===== src/rtl/fifo_wr_arbiter.sv =====
// rtl/fifo_wr_arbiter.sv - Round-robin burst arbiter sharing one FIFO write port
// Stalls on FIFO full, times out long stalls, and holds off grants while mrk_flg is set.
module fifo_wr_arbiter #(
    parameter int N_REQ     = 4,
    parameter int DW        = 8,
    parameter int MAX_BURST = 16,
    parameter int STALL_MAX = 64
) (
    input  logic                clk_w,
    input  logic                rst_w,
    input  logic [N_REQ-1:0]    req,
    input  logic [N_REQ*DW-1:0] req_data,
    input  logic [N_REQ-1:0]    req_last,
    input  logic                full,
    input  logic                mrk_flg,
    output logic [N_REQ-1:0]    gnt,
    output logic [N_REQ-1:0]    ack,
    output logic                wr_en,
    output logic [DW-1:0]       wr_data,
    output logic                busy,
    output logic                stall_to
);

    localparam int PW = $clog2(N_REQ);
    localparam int BW = $clog2(MAX_BURST);
    localparam int SW = $clog2(STALL_MAX);

    typedef enum logic [1:0] {IDLE, BURST, RELEASE} state_t;

    state_t           state, state_nxt;
    logic [N_REQ-1:0] gnt_nxt;
    logic [PW-1:0]    rr_ptr, rr_ptr_nxt;
    logic [PW-1:0]    gidx, gidx_nxt;
    logic [BW-1:0]    burst_cnt, burst_cnt_nxt;
    logic [SW-1:0]    stall_cnt, stall_cnt_nxt;
    logic             pick_found;
    logic [PW-1:0]    pick_idx;
    logic [PW-1:0]    g_inc;
    logic             exit_burst;

    // Scan from rr_ptr upward with explicit modulo so non-power-of-2 N_REQ wraps correctly
    always_comb begin
        int            idx;
        logic [PW-1:0] cand;
        pick_found = 1'b0;
        pick_idx   = '0;
        idx        = 0;
        cand       = '0;
        for (int k = 0; k < N_REQ; k++) begin
            idx  = (int'(rr_ptr) + k) % N_REQ;
            cand = PW'(idx);
            if (!pick_found && req[cand]) begin
                pick_found = 1'b1;
                pick_idx   = cand;
            end
        end
    end

    assign g_inc = (gidx == PW'(N_REQ - 1)) ? '0 : gidx + PW'(1);
    assign busy  = (state != IDLE);

    always_comb begin
        state_nxt     = state;
        gnt_nxt       = gnt;
        gidx_nxt      = gidx;
        rr_ptr_nxt    = rr_ptr;
        burst_cnt_nxt = burst_cnt;
        stall_cnt_nxt = stall_cnt;
        wr_en         = 1'b0;
        ack           = '0;
        wr_data       = '0;
        stall_to      = 1'b0;
        exit_burst    = 1'b0;
        case (state)
            IDLE: begin
                gnt_nxt = '0;
                if (!mrk_flg && pick_found) begin
                    state_nxt     = BURST;
                    gidx_nxt      = pick_idx;
                    gnt_nxt       = N_REQ'(1) << pick_idx;
                    burst_cnt_nxt = '0;
                    stall_cnt_nxt = '0;
                end
            end
            BURST: begin
                wr_en = req[gidx] & ~full & ~mrk_flg;
                if (wr_en) begin
                    wr_data       = req_data[int'(gidx)*DW +: DW];
                    ack           = N_REQ'(1) << gidx;
                    burst_cnt_nxt = burst_cnt + BW'(1);
                    stall_cnt_nxt = '0;
                end else if (req[gidx] && full) begin
                    stall_cnt_nxt = stall_cnt + SW'(1);
                end
                if (!req[gidx] || mrk_flg) begin
                    exit_burst = 1'b1;
                end else if (wr_en && (req_last[gidx] || burst_cnt == BW'(MAX_BURST - 1))) begin
                    exit_burst = 1'b1;
                end else if (full && stall_cnt == SW'(STALL_MAX - 1)) begin
                    exit_burst = 1'b1;
                    stall_to   = 1'b1;
                end
                // Pointer advances past the owner on every exit cause, so no requester can hog
                if (exit_burst) begin
                    state_nxt  = RELEASE;
                    gnt_nxt    = '0;
                    rr_ptr_nxt = g_inc;
                end
            end
            RELEASE: begin
                state_nxt = IDLE;
                gnt_nxt   = '0;
            end
            default: begin
                state_nxt = IDLE;
                gnt_nxt   = '0;
            end
        endcase
    end

    always_ff @(posedge clk_w or negedge rst_w) begin
        if (!rst_w) begin
            state     <= IDLE;
            gnt       <= '0;
            gidx      <= '0;
            rr_ptr    <= '0;
            burst_cnt <= '0;
            stall_cnt <= '0;
        end else begin
            state     <= state_nxt;
            gnt       <= gnt_nxt;
            gidx      <= gidx_nxt;
            rr_ptr    <= rr_ptr_nxt;
            burst_cnt <= burst_cnt_nxt;
            stall_cnt <= stall_cnt_nxt;
        end
    end

endmodule


===== config.mk =====
export PLATFORM = sky130hd
export DESIGN_NAME = fifo_wr_arbiter
export DESIGN_NICKNAME = d
export VERILOG_FILES = /design/src/rtl/fifo_wr_arbiter.sv
export SDC_FILE = /design/constraint.sdc
export NUM_CORES = 1
export LEC_CHECK = 0
export ABC_CLOCK_PERIOD_IN_PS = 2300
export CORE_UTILIZATION = 39
export CTS_CLUSTER_DIAMETER = 40
export CTS_CLUSTER_SIZE = 28
export DETAILED_ROUTE_END_ITERATION = 12
export PLACE_DENSITY_LB_ADDON = 0.15
export SYNTH_ARGS = -nofsm -noshare
export SYNTH_HDL_FRONTEND = slang
export SYNTH_SLANG_ARGS = --single-unit

===== constraint.sdc =====
create_clock -name clk_w -period 2.3 [get_ports clk_w]
set_input_delay 0.69 -clock clk_w [delete_from_list [all_inputs] [get_ports clk_w]]
set_output_delay 0.69 -clock clk_w [all_outputs]
set_load 0.02 [all_outputs]

# Word level (Yosys, flattened, before mapping)
# Cells that the tools add are included.
# word_totals
ff_bits	20
inputBits	44
output_inout_bits	19
elab_cells	100
# classes
n_addsub	6
order_cmp	5
n_eq_ne	8
n_shift	3
n_mux	46
n_bitwise	4
n_reduce_logical	22
# op_table
operator	n
$shiftx A32 B6 Y8	1
$mux W4	6
$mux W1	18
$mux W6	3
$mux W8	2
$pmux W4 S2	2
$lt A2 B3 Y1 const B	5
$mux W2	7
$bmux W1 S2	6
$pmux W6 S2	1
$shl A1 B2 Y4 const A	2
$logic_and A1 B1 Y1	7
$add A6 B1 Y6 const B	1
$eq A6 B6 Y1 const B	1
$ne A2 B2 Y1 const B	3
$reduce_and A2 Y1	3
$reduce_and A3 Y1	2
$logic_not A1 Y1	5
$add A2 B1 Y2 const B	2
$add A2 B2 Y2 const B	2
$add A4 B1 Y4 const B	1
$eq A4 B4 Y1 const B	1
$pmux W2 S2	1
$reduce_bool A2 Y1	2
7 further kinds	10

# Logic depth before layout (Yosys ltp)
# Gate-level depths: netlist of run 1.
# logic_depth
word_depth	15
mapped_depth	7
mapped_depth_nobuf	5

# Worst setup path before layout of run 1
# No wires, ideal clock.
# synth_path
path_kind	input to output
start	in req[3]
end	out wr_data[0]
arrival_time_ns	1.803
required_ns	1.610
setup_slack_ns	-0.193
stages	6
path_buffers	1
cell_sequence	mux2_2 > a22o_1 > nand3_1 > inv_1 > buf_2 > and2_1
# synth_between
elab_chain_len	6
# synth_rtl
item	line	source
from (decl)	11	input logic [N_REQ-1:0] req,
$bmux W1 S2	86	wr_en = req[gidx] & ~full & ~mrk_flg;
$mux W1 (implied by the code)	86	
$and A1 B1 Y1 (2 in series)	86	
$mux W8	87	if (wr_en) begin
$mux W8	74	case (state)
to (decl)	19	output logic [DW-1:0] wr_data,
# Every way passes these cells. The select of a mux whose other input is x is not followed.

# Worst setup path in the final report of run 1
# layout_path
start	in req[1]
end	out wr_en
# layout_between
elab_chain_len	5
# layout_rtl
item	line	source
$bmux W1 S2	86	
$mux W1 (implied by the code)	86	
$and A1 B1 Y1 (2 in series)	86	
$mux W1	74	
to (decl)	18	output logic wr_en,
# Every way passes these cells. The select of a mux whose other input is x is not followed.

==> run summary, run 1 <==
The flow ran to the end, but the final reports show violations. The final reports fail on setup timing. In this run the horizontal extent of the chip is 64.7 um. From bottom edge to top edge, the die measures 64.7 um. The average wire length per cell after detail routing was 16.2 um. In the routed layout, each cell is associated on average with a via count of 5.54.

The minimum setup slack in the final design came out at -282 ps. The final route contains 1613 vias. The maximum fanout along the worst path works out to 7. For the final routed database, the setup TNS stands at -3250 ps.

The flip-flop and latch count after synthesis was 20. The tools report the reg-to-reg endpoint as rr_ptr[0]. Measured in cells, the most critical reg-to-reg path has a length of 6. In the global route stage, overall resource usage came out at 23.5%. In this run the critical register-to-register path is launched from gidx[0]. The total area of sequential cells came out at 500 sq um.

The area of all placed cells without fillers was 0.00266 sq mm. Via count of the first global-routing pass: 1686. The post-layout utilization of the core is 71.5%. Counting tap cells, the placed design contains a total of 282 instances. The core region is 0.00372 sq mm.

Once detail routing completed, the nets flagged for antenna violations numbered 0. Clock tree synthesis selected as its root buffer the cell sky130_fd_sc_hd__clkbuf_8. For the number of endpoints with negative hold slack in the final report, the log shows 0. TritonCTS built the clock tree. The largest buffer count on any clock path is 2.

Summed over all layers, the global routing overflow is 0. The number of top-level pins is 63. The met2 usage was 45.8%. For the worst setup path, the data required time is 1610 ps. Setup repair after global routing could not meet its margin everywhere. For the final max-slew violation count, the log shows 0. In the final layout, the share of cells above drive strength 1 is 41.2%. The DRC violation count after routing came out at 0.

The analysis attributes to cell leakage a power of 1.24 nW. For the finished layout, the period the worst path requires is 2580 ps. Clock latency on the worst-skew pair, taken at its later pin, is 260 ps. Path category of the worst min-delay check: flop to flop. In this run, synthesis inferred 0 flip-flops with an integrated enable.

In the synthesized netlist the async set-or-reset flop fraction comes to 100%. Summing all multi-input logic gate instances after layout gives 0.00109 sq mm. The path type of the worst setup path was input port to output port.

Among all flip-flop cells after synthesis, the most frequent one is sky130_fd_sc_hd__dfrtp_1. Initial antenna violation count: 0. Summing the sequential cell areas from Yosys gives 32.6% of the chip area.

The run gives 2.15 mW as the final total power. The die covers 0.00419 sq mm. Counting the fill cells in the layout gives 275.

The repair_antennas step left the layout with diodes totalling 0. The logs give 0.649 mV for the largest voltage drop on the vdd net and 7610 um for the wire length of the first global-routing pass. The average instance in the mapped netlist occupies 10.7 sq um. The top cell types in the final layout, fill and taps aside, are sky130_fd_sc_hd__buf_4 (37), sky130_fd_sc_hd__clkdlybuf4s50_1 (27), sky130_fd_sc_hd__dfrtp_1 (20). The synthesized instance count came out at 144. Data arrives at the worst endpoint at 1890 ps. For the pin with the worst max-slew slack, the measured transition is 345 ps.

Clock tree synthesis found a total of 20 sinks. For the number of H-tree levels, the log shows 1. The number of clock buffers inserted by TritonCTS was 3.

During synthesis, Yosys emitted a total of 0 warnings. The type of element capturing the critical path is an output port. Global routing consumed, on the met1 layer, 25.2% of the routing resources. In this run, the number of DRC markers left after iteration 0 of detailed routing was 85. Timing would allow up to 387 MHz.

The total setup violations reported at the end of the flow was 13. For this configuration, the core starts out at a cell density of 41.3%. The placed standard-cell area is 0.00246 sq mm, and the row count is 22. The count of buffers inserted at the top-level ports works out to 62. Global routing consumed, on the met3 layer, 4.58% of the routing resources. The non-filler instance count after layout came out at 291. The net count of the finished layout is 295.

The placed wire-length estimate after detailed placement is 3660 um, and the max-capacitance violation count is 0. The headroom to the max-slew limit is 76.7%. For the final estimated routing congestion in global placement, the log shows 0.831.

STA classifies the critical path startpoint as an input port. Wires add up to 4720 um. The post-route fraction of the period consumed by the critical path was 112%; the synthesized area was 0.00154 sq mm. Worst clock skew: 6.02 ps. The worst hold path terminates at burst_cnt[3]. The layout overhead on the synthesized area was 73.1%; the length of the first detailed-routing pass in iterations was 4. The net count after synthesis is 194. Number of distinct library cells after synthesis: 46.

Leaving out fill and tap cells, the most frequent cell in the layout is sky130_fd_sc_hd__buf_4. The power per cell area was 810 mW/mm^2. Entering global routing, the biggest net connects 21 pins.

The most heavily used metal layer in global routing was met2. Worst hold path depth: 1. Clock-pin slew was measured on the worst setup and hold paths at 70 ps. The startpoint of the worst hold path was burst_cnt[3]. The setup check on the worst reg-to-reg path leaves a slack of 140 ps.
==> cells by family (layout without fill, tap and decap cells) <==
kind of cell	after synthesis	count (layout)	synth area share, %
AND/OR/NAND/NOR	63	63	23.9
AO/OA/AOI/OAI	29	29	16.2
flip-flops	20	20	32.6
multiplexers	15	15	19.0
buffers and inverters	11	110	3.42
adder cells (fa/ha/maj)	6	6	4.89
==> sequential cells by signal, summed over array words and instances, names as in the netlist <==
register,flops
stall_cnt,6
gnt,4
gidx,2
state,2
rr_ptr,2
burst_cnt,4
==> cell type report <==
class,count,share of cell area (%)
clock buffers,3,1.55
inverters,6,1.13
multi-input cells,113,41.0
flip-flops and latches,20,18.8
well taps,48,2.26
repair buffers,100,34.9
repair inverters,1,0.282
==> synthesized netlist by cell type (3+ instances only) <==
library cell	n	area share [%]
sky130_fd_sc_hd__a221o_1	3	2.0
sky130_fd_sc_hd__a32o_1	4	2.6
sky130_fd_sc_hd__and2_1	13	5.3
sky130_fd_sc_hd__and3_1	3	1.2
sky130_fd_sc_hd__buf_2	3	0.98
sky130_fd_sc_hd__dfrtp_1	20	33
sky130_fd_sc_hd__ha_1	6	4.9
sky130_fd_sc_hd__inv_1	6	1.5
sky130_fd_sc_hd__mux4_2	9	13
sky130_fd_sc_hd__nand2_1	8	2.0
sky130_fd_sc_hd__nand2b_1	5	2.0
sky130_fd_sc_hd__nand3_1	8	2.6
sky130_fd_sc_hd__nor2_1	5	1.2
sky130_fd_sc_hd__nor2b_1	4	1.6
sky130_fd_sc_hd__nor3_1	4	1.3
sky130_fd_sc_hd__o21ai_0	5	1.6
==> per-stage QoR <==
step                setup slack, ps  hold slack [ps]
detailed placement            -1080              474
global route                   -330              519
CTS                            -298              486
finish                         -282              493
floorplan                     -68.0              394
global placement              -1010              461
==> how the worst max path moves through the flow <==
stage                      start    endpoint  slack [ps]  depth (start not counted)
after floorplan           req[3]  wr_data[0]         -70                          6
after global placement    req[1]  wr_data[0]       -1010                          7
after detailed placement  req[1]  wr_data[7]       -1080                          7
after CTS                 req[1]  wr_data[0]        -300                          7
after global routing      req[1]      ack[1]        -330                          7
final                     req[1]       wr_en        -280                          7
==> metal layers <==
layer	vias to the layer above	wire length, um	share of wire, %
li1	753	-	-
met1	802	1850	39
met2	48	2620	56
met3	10	180	3.8
met4	0	72	1.5
met5	-	0	0
==> repair_timing <==
action,4_1_cts,5_1_grt
gates resized for setup,137,9
cloned,1,0
setup endpoints to repair,19,15
hold buffers,0,0
pin swaps,13,4
buffers inserted,7,0
==> worst max-delay path, cell delays in order <==
cell and delay [ps]:
sky130_fd_sc_hd__buf_8 90, sky130_fd_sc_hd__mux2_4 270, sky130_fd_sc_hd__a22o_4 280, sky130_fd_sc_hd__nand3_4 90
sky130_fd_sc_hd__clkinvlp_4 170, sky130_fd_sc_hd__buf_4 180, sky130_fd_sc_hd__buf_6 120
==> report_power, final <==
group | switching (mW) | leakage (nW) | internal, mW
registers | 0.0819 | 0.268 | 0.445
logic | 0.628 | 0.950 | 0.773
clock network | 0.110 | 0.0216 | 0.117
total | 0.820 | 1.24 | 1.33
No activity file was read; power rests on OpenSTA's default activity.
==> run 2, diff against run 1 <==
--- a/config.mk
+++ b/config.mk
@@ -5,12 +5,14 @@
 export SDC_FILE = /design/constraint.sdc
 export NUM_CORES = 1
 export LEC_CHECK = 0
+export ABC_AREA = 1
 export ABC_CLOCK_PERIOD_IN_PS = 2300
-export CORE_UTILIZATION = 39
+export CORE_UTILIZATION = 41
 export CTS_CLUSTER_DIAMETER = 40
 export CTS_CLUSTER_SIZE = 28
 export DETAILED_ROUTE_END_ITERATION = 12
 export PLACE_DENSITY_LB_ADDON = 0.15
+export SKIP_CTS_REPAIR_TIMING = 1
 export SYNTH_ARGS = -nofsm -noshare
 export SYNTH_HDL_FRONTEND = slang
 export SYNTH_SLANG_ARGS = --single-unit
==> run 2 against run 1 <==
Net effect: largest cell class unchanged; critical path depth rose by 3; largest power group unchanged; final cell count rose by 46%; critical path type unchanged; the flow still finishes with violations (setup timing); synthesized area rose by 18%.
==> run summary, run 2 <==
The run finished, with violations left. The final reports fail on setup timing. The proportion of synthesized chip area in sequential cells is 27.5%, and the placed wire-length estimate after detailed placement is 4150 um. The number of nets in the synthesized netlist is 333. The number of DRC violations after detailed-routing iteration 0 came out at 101.

The net count of the finished layout is 427. The post-synthesis compound-gate area fraction came out at 11.0%. STA classifies the critical path endpoint as an output port.

Synthesis handed over a netlist of 283 instances. The critical path's largest stage delay was 180 ps. By area the synthesized netlist is led by sky130_fd_sc_hd__dfrtp_1 (28%), sky130_fd_sc_hd__nand2_1 (19%), sky130_fd_sc_hd__nor2_1 (9.9%), sky130_fd_sc_hd__nand3_1 (6.3%), sky130_fd_sc_hd__o21ai_0 (5.5%).

The post-layout utilization of the core is 71.3%, and the minimum hold slack is 476 ps. In this run the clock root is driven by a sky130_fd_sc_hd__clkbuf_8. The run gives 404 MHz as the highest clock frequency the design can meet. The synthesized area was 0.00182 sq mm; the number of antenna diodes was 0.

Setup repair after global routing could not meet its margin everywhere. In the synthesized netlist the async set-or-reset flop fraction comes to 100%. The number of flops mapped to enable cells by yosys was 0; the number of clock buffers inserted by TritonCTS was 3. Together, buffers and inverters on the worst path number 3.

During placement, the flow inserted port buffers numbering 62. No sink is reached through more buffers than the 2 on the longest clock path. TritonCTS built the clock tree. The average via count per standard cell works out to 4.83.

The die covers 0.00470 sq mm. The logic depth of the worst setup path including buffers was 10; the final estimated routing congestion in global placement was 0.809. The flip-flop and latch count after synthesis works out to 20. The per-instance average area after synthesis is 6.42 sq um.

In the global route stage, overall resource usage came out at 23.3%. In this run the power density over the cells is 1020 mW/mm^2. The worst pin sits at a relative slew slack of 74.2%.

Of the post-synthesis cell area, the part taken by muxes is 0%. For the number of distinct library cells after synthesis, the log shows 29. The total overflow left after global routing is 0. The number of H-tree levels is 1. The cell with the largest stage delay on the worst path was sky130_fd_sc_hd__nor2_4. The largest registers in the layout are stall_cnt (6), burst_cnt (4), gnt (4).

In the synthesized netlist the dominant register cell turns out to be sky130_fd_sc_hd__dfrtp_1. The final max-slew violation count was 0. Traced cell by cell, the critical path runs through dlymetal6s2s_1, nand2_2, nand3_2, nand2_4, nor2_4, nand2_2, nor2_4, inv_8, a21oi_4, buf_4. The startpoint of the most critical setup path is req[2]. The area growth from synthesis to layout is 61.3%.

The smallest clock period supported by the final layout is computed as 2470 ps. Share of the synthesized netlist area taken by xor and xnor gates: 2.41%. Critical path launch point type: an input port. The top cell type by area accounts for 27.5% of the synthesized area. Clock skew on the completed layout was measured at 4.62 ps. For this run, the number of Yosys warnings is 0. Once the floorplan was initialized, standard cells occupied 44.2% of the core.

The run gives 20 as the number of clock sinks. In this run the register-to-register setup slack is 430 ps. The signal arrival time at the worst endpoint was 1780 ps. The leading cell type by number of instances after synthesis is sky130_fd_sc_hd__nand2_1. Before antenna repair, the detailed router went through 4 iterations. Ranked by instance count, the synthesized netlist is headed by sky130_fd_sc_hd__nand2_1 (90), sky130_fd_sc_hd__nor2_1 (48), sky130_fd_sc_hd__inv_1 (23), sky130_fd_sc_hd__nand3_1 (23).

In the routed design, unresolved DRC markers number 0. The worst-case reg-to-reg path depth is 12. The path category of the worst min-delay check is flop to flop.

The total setup violations reported at the end of the flow was 14; the fraction of final layout cells with drive strength greater than 1 was 27.7%. Leading cell type in the layout, fill and taps excluded: sky130_fd_sc_hd__nand2_1. The startpoint of the worst-slack reg-to-reg timing path is rr_ptr[0].

The logs give 2059 for the via total after detailed routing and 0.00412 sq mm for the area of the core region. The routed design has 5380 um of wire. The post-route fraction of the period consumed by the critical path works out to 108%. The wire length of the first global-routing pass was 8070 um; the via count of the first global-routing pass was 1851. The run gives 1610 ps as the required time of the worst setup path. Clock latency on the worst-skew pair, taken at its later pin, is 260 ps. The completed layout was analyzed and its total power is 3.01 mW. The setup TNS came out at -1680 ps. The largest voltage drop on the vdd net came out at 0.713 mV.

After synthesis, the largest family of logic cells by area is simple AND/OR/NAND/NOR gates. The critical path ends at wr_data[4]. The logs give 21 for the maximum number of pins on one net before global-route repair and 0 for the number of endpoints with negative hold slack in the final report.

Leaving out fill and tap cells, the most frequent cells in the layout are sky130_fd_sc_hd__nand2_1 (79), sky130_fd_sc_hd__nor2_1 (46), sky130_fd_sc_hd__buf_4 (46). Once detail routing completed, the nets flagged for antenna violations numbered 0. The number of flip-flops in the largest register works out to 6. Biggest area consumer among synthesized cells: sky130_fd_sc_hd__dfrtp_1. The tools report the number of top-level pins as 63. The worst setup path is of the input port to output port kind. The clock-pin slew reported for the worst setup and hold paths after clock tree synthesis was 80 ps; the cell count after placement was 419. The synthesized netlist devotes 4.13% of its cell area to adder and majority cells. In this design, the largest share of critical-path delay is due to simple AND/OR/NAND/NOR gates.

The initial antenna violation count was 0. The worst register-to-register path ends at stall_cnt[5]. The max-capacitance violation count was 0. Counting the fill cells in the layout gives 355.

stall_cnt holds more flip-flops than any other register. The synthesized netlist devotes 46.3% of its cell area to simple gates. In this run the static leakage power is 1.53 nW.

In this run the cell area measured after placement is 0.00278 sq mm. The pin slew with the least headroom to its limit was 383 ps. The worst-case setup slack after placement is -1070 ps, and the vertical extent of the die is 68.6 um. The minimum setup slack in the final design was -174 ps; the row count was 23.

Summing all non-filler instances in the final layout gives an area of 0.00293 sq mm. The average wire length per cell after detail routing works out to 12.6 um. The non-filler instance count after layout was 426; the maximum fanout along the worst path was 10. The die is 68.6 um wide.
-- run 2: cell count changes in the layout (fill, tap and decap cells not counted), sizes merged, moves of 10 or more --
cell           delta
inv              +19
nand2            +90
nand3            +18
o21ai            +16
and2             -14
nor2             +47
clkdlybuf4s50    +11
mux4             -10
dlygate4sd2      -11
-- run 2: worst min-delay path by stage --
stage / startpoint / endpoint / slack [ps] / depth (start not counted)
CTS: stall_cnt[4] / stall_cnt[4] / 480 / 2
global route: stall_cnt[4] / stall_cnt[4] / 520 / 2
global placement: stall_cnt[4] / stall_cnt[4] / 460 / 2
detailed placement: stall_cnt[4] / stall_cnt[4] / 460 / 2
finish: stall_cnt[4] / stall_cnt[4] / 480 / 2
floorplan: rst_w / burst_cnt[0] / 390 / 0
-- run 2: cell families (layout without fill, tap and decap cells) --
kind of cell | count (synthesis) | after routing
adders and majority gates | 6 | 6
buffers and inverters | 34 | 127
AOI/OAI and AO/OA | 32 | 32
and+or+nand+nor | 186 | 186
DFF | 20 | 20
xor gates and xnor gates | 5 | 5
-- run 2: layout make-up --
cell class	instances	area [sq um]	area share, %
clock inverters	1	30.0	1.02
repair buffers	98	881	30.0
multi-input cells	229	1320	44.9
inverters	25	101	3.46
flip-flops and latches	20	500	17.1
clock buffers	3	41.3	1.41
well taps	50	62.6	2.13
-- run 2: worst register-to-register path, delay by kind of cell (launching register included) --
| kind | cells | cell delay [ps] |
|---|---|---|
| DFF | 1 | 570 |
| buffers and inverters | 1 | 260 |
| and+or+nand+nor | 11 | 980 |
-- run 2: power by group --
group / internal, mW / switching (mW) / leakage (nW)
Sequential: 0.448 / 0.0970 / 0.268
Combinational: 0.855 / 1.25 / 1.23
Clock: 0.232 / 0.121 / 0.0357
Total: 1.54 / 1.47 / 1.53
-- run 2: routing by layer --
metal / vias up / wire length, um / track usage, %
met5: - / 0 / 0
met1: 916 / 2270 / 25.9
met3: 8 / 311 / 6.25
met2: 51 / 2720 / 43.3
met4: 0 / 80 / 5.99
li1: 1084 / - / -
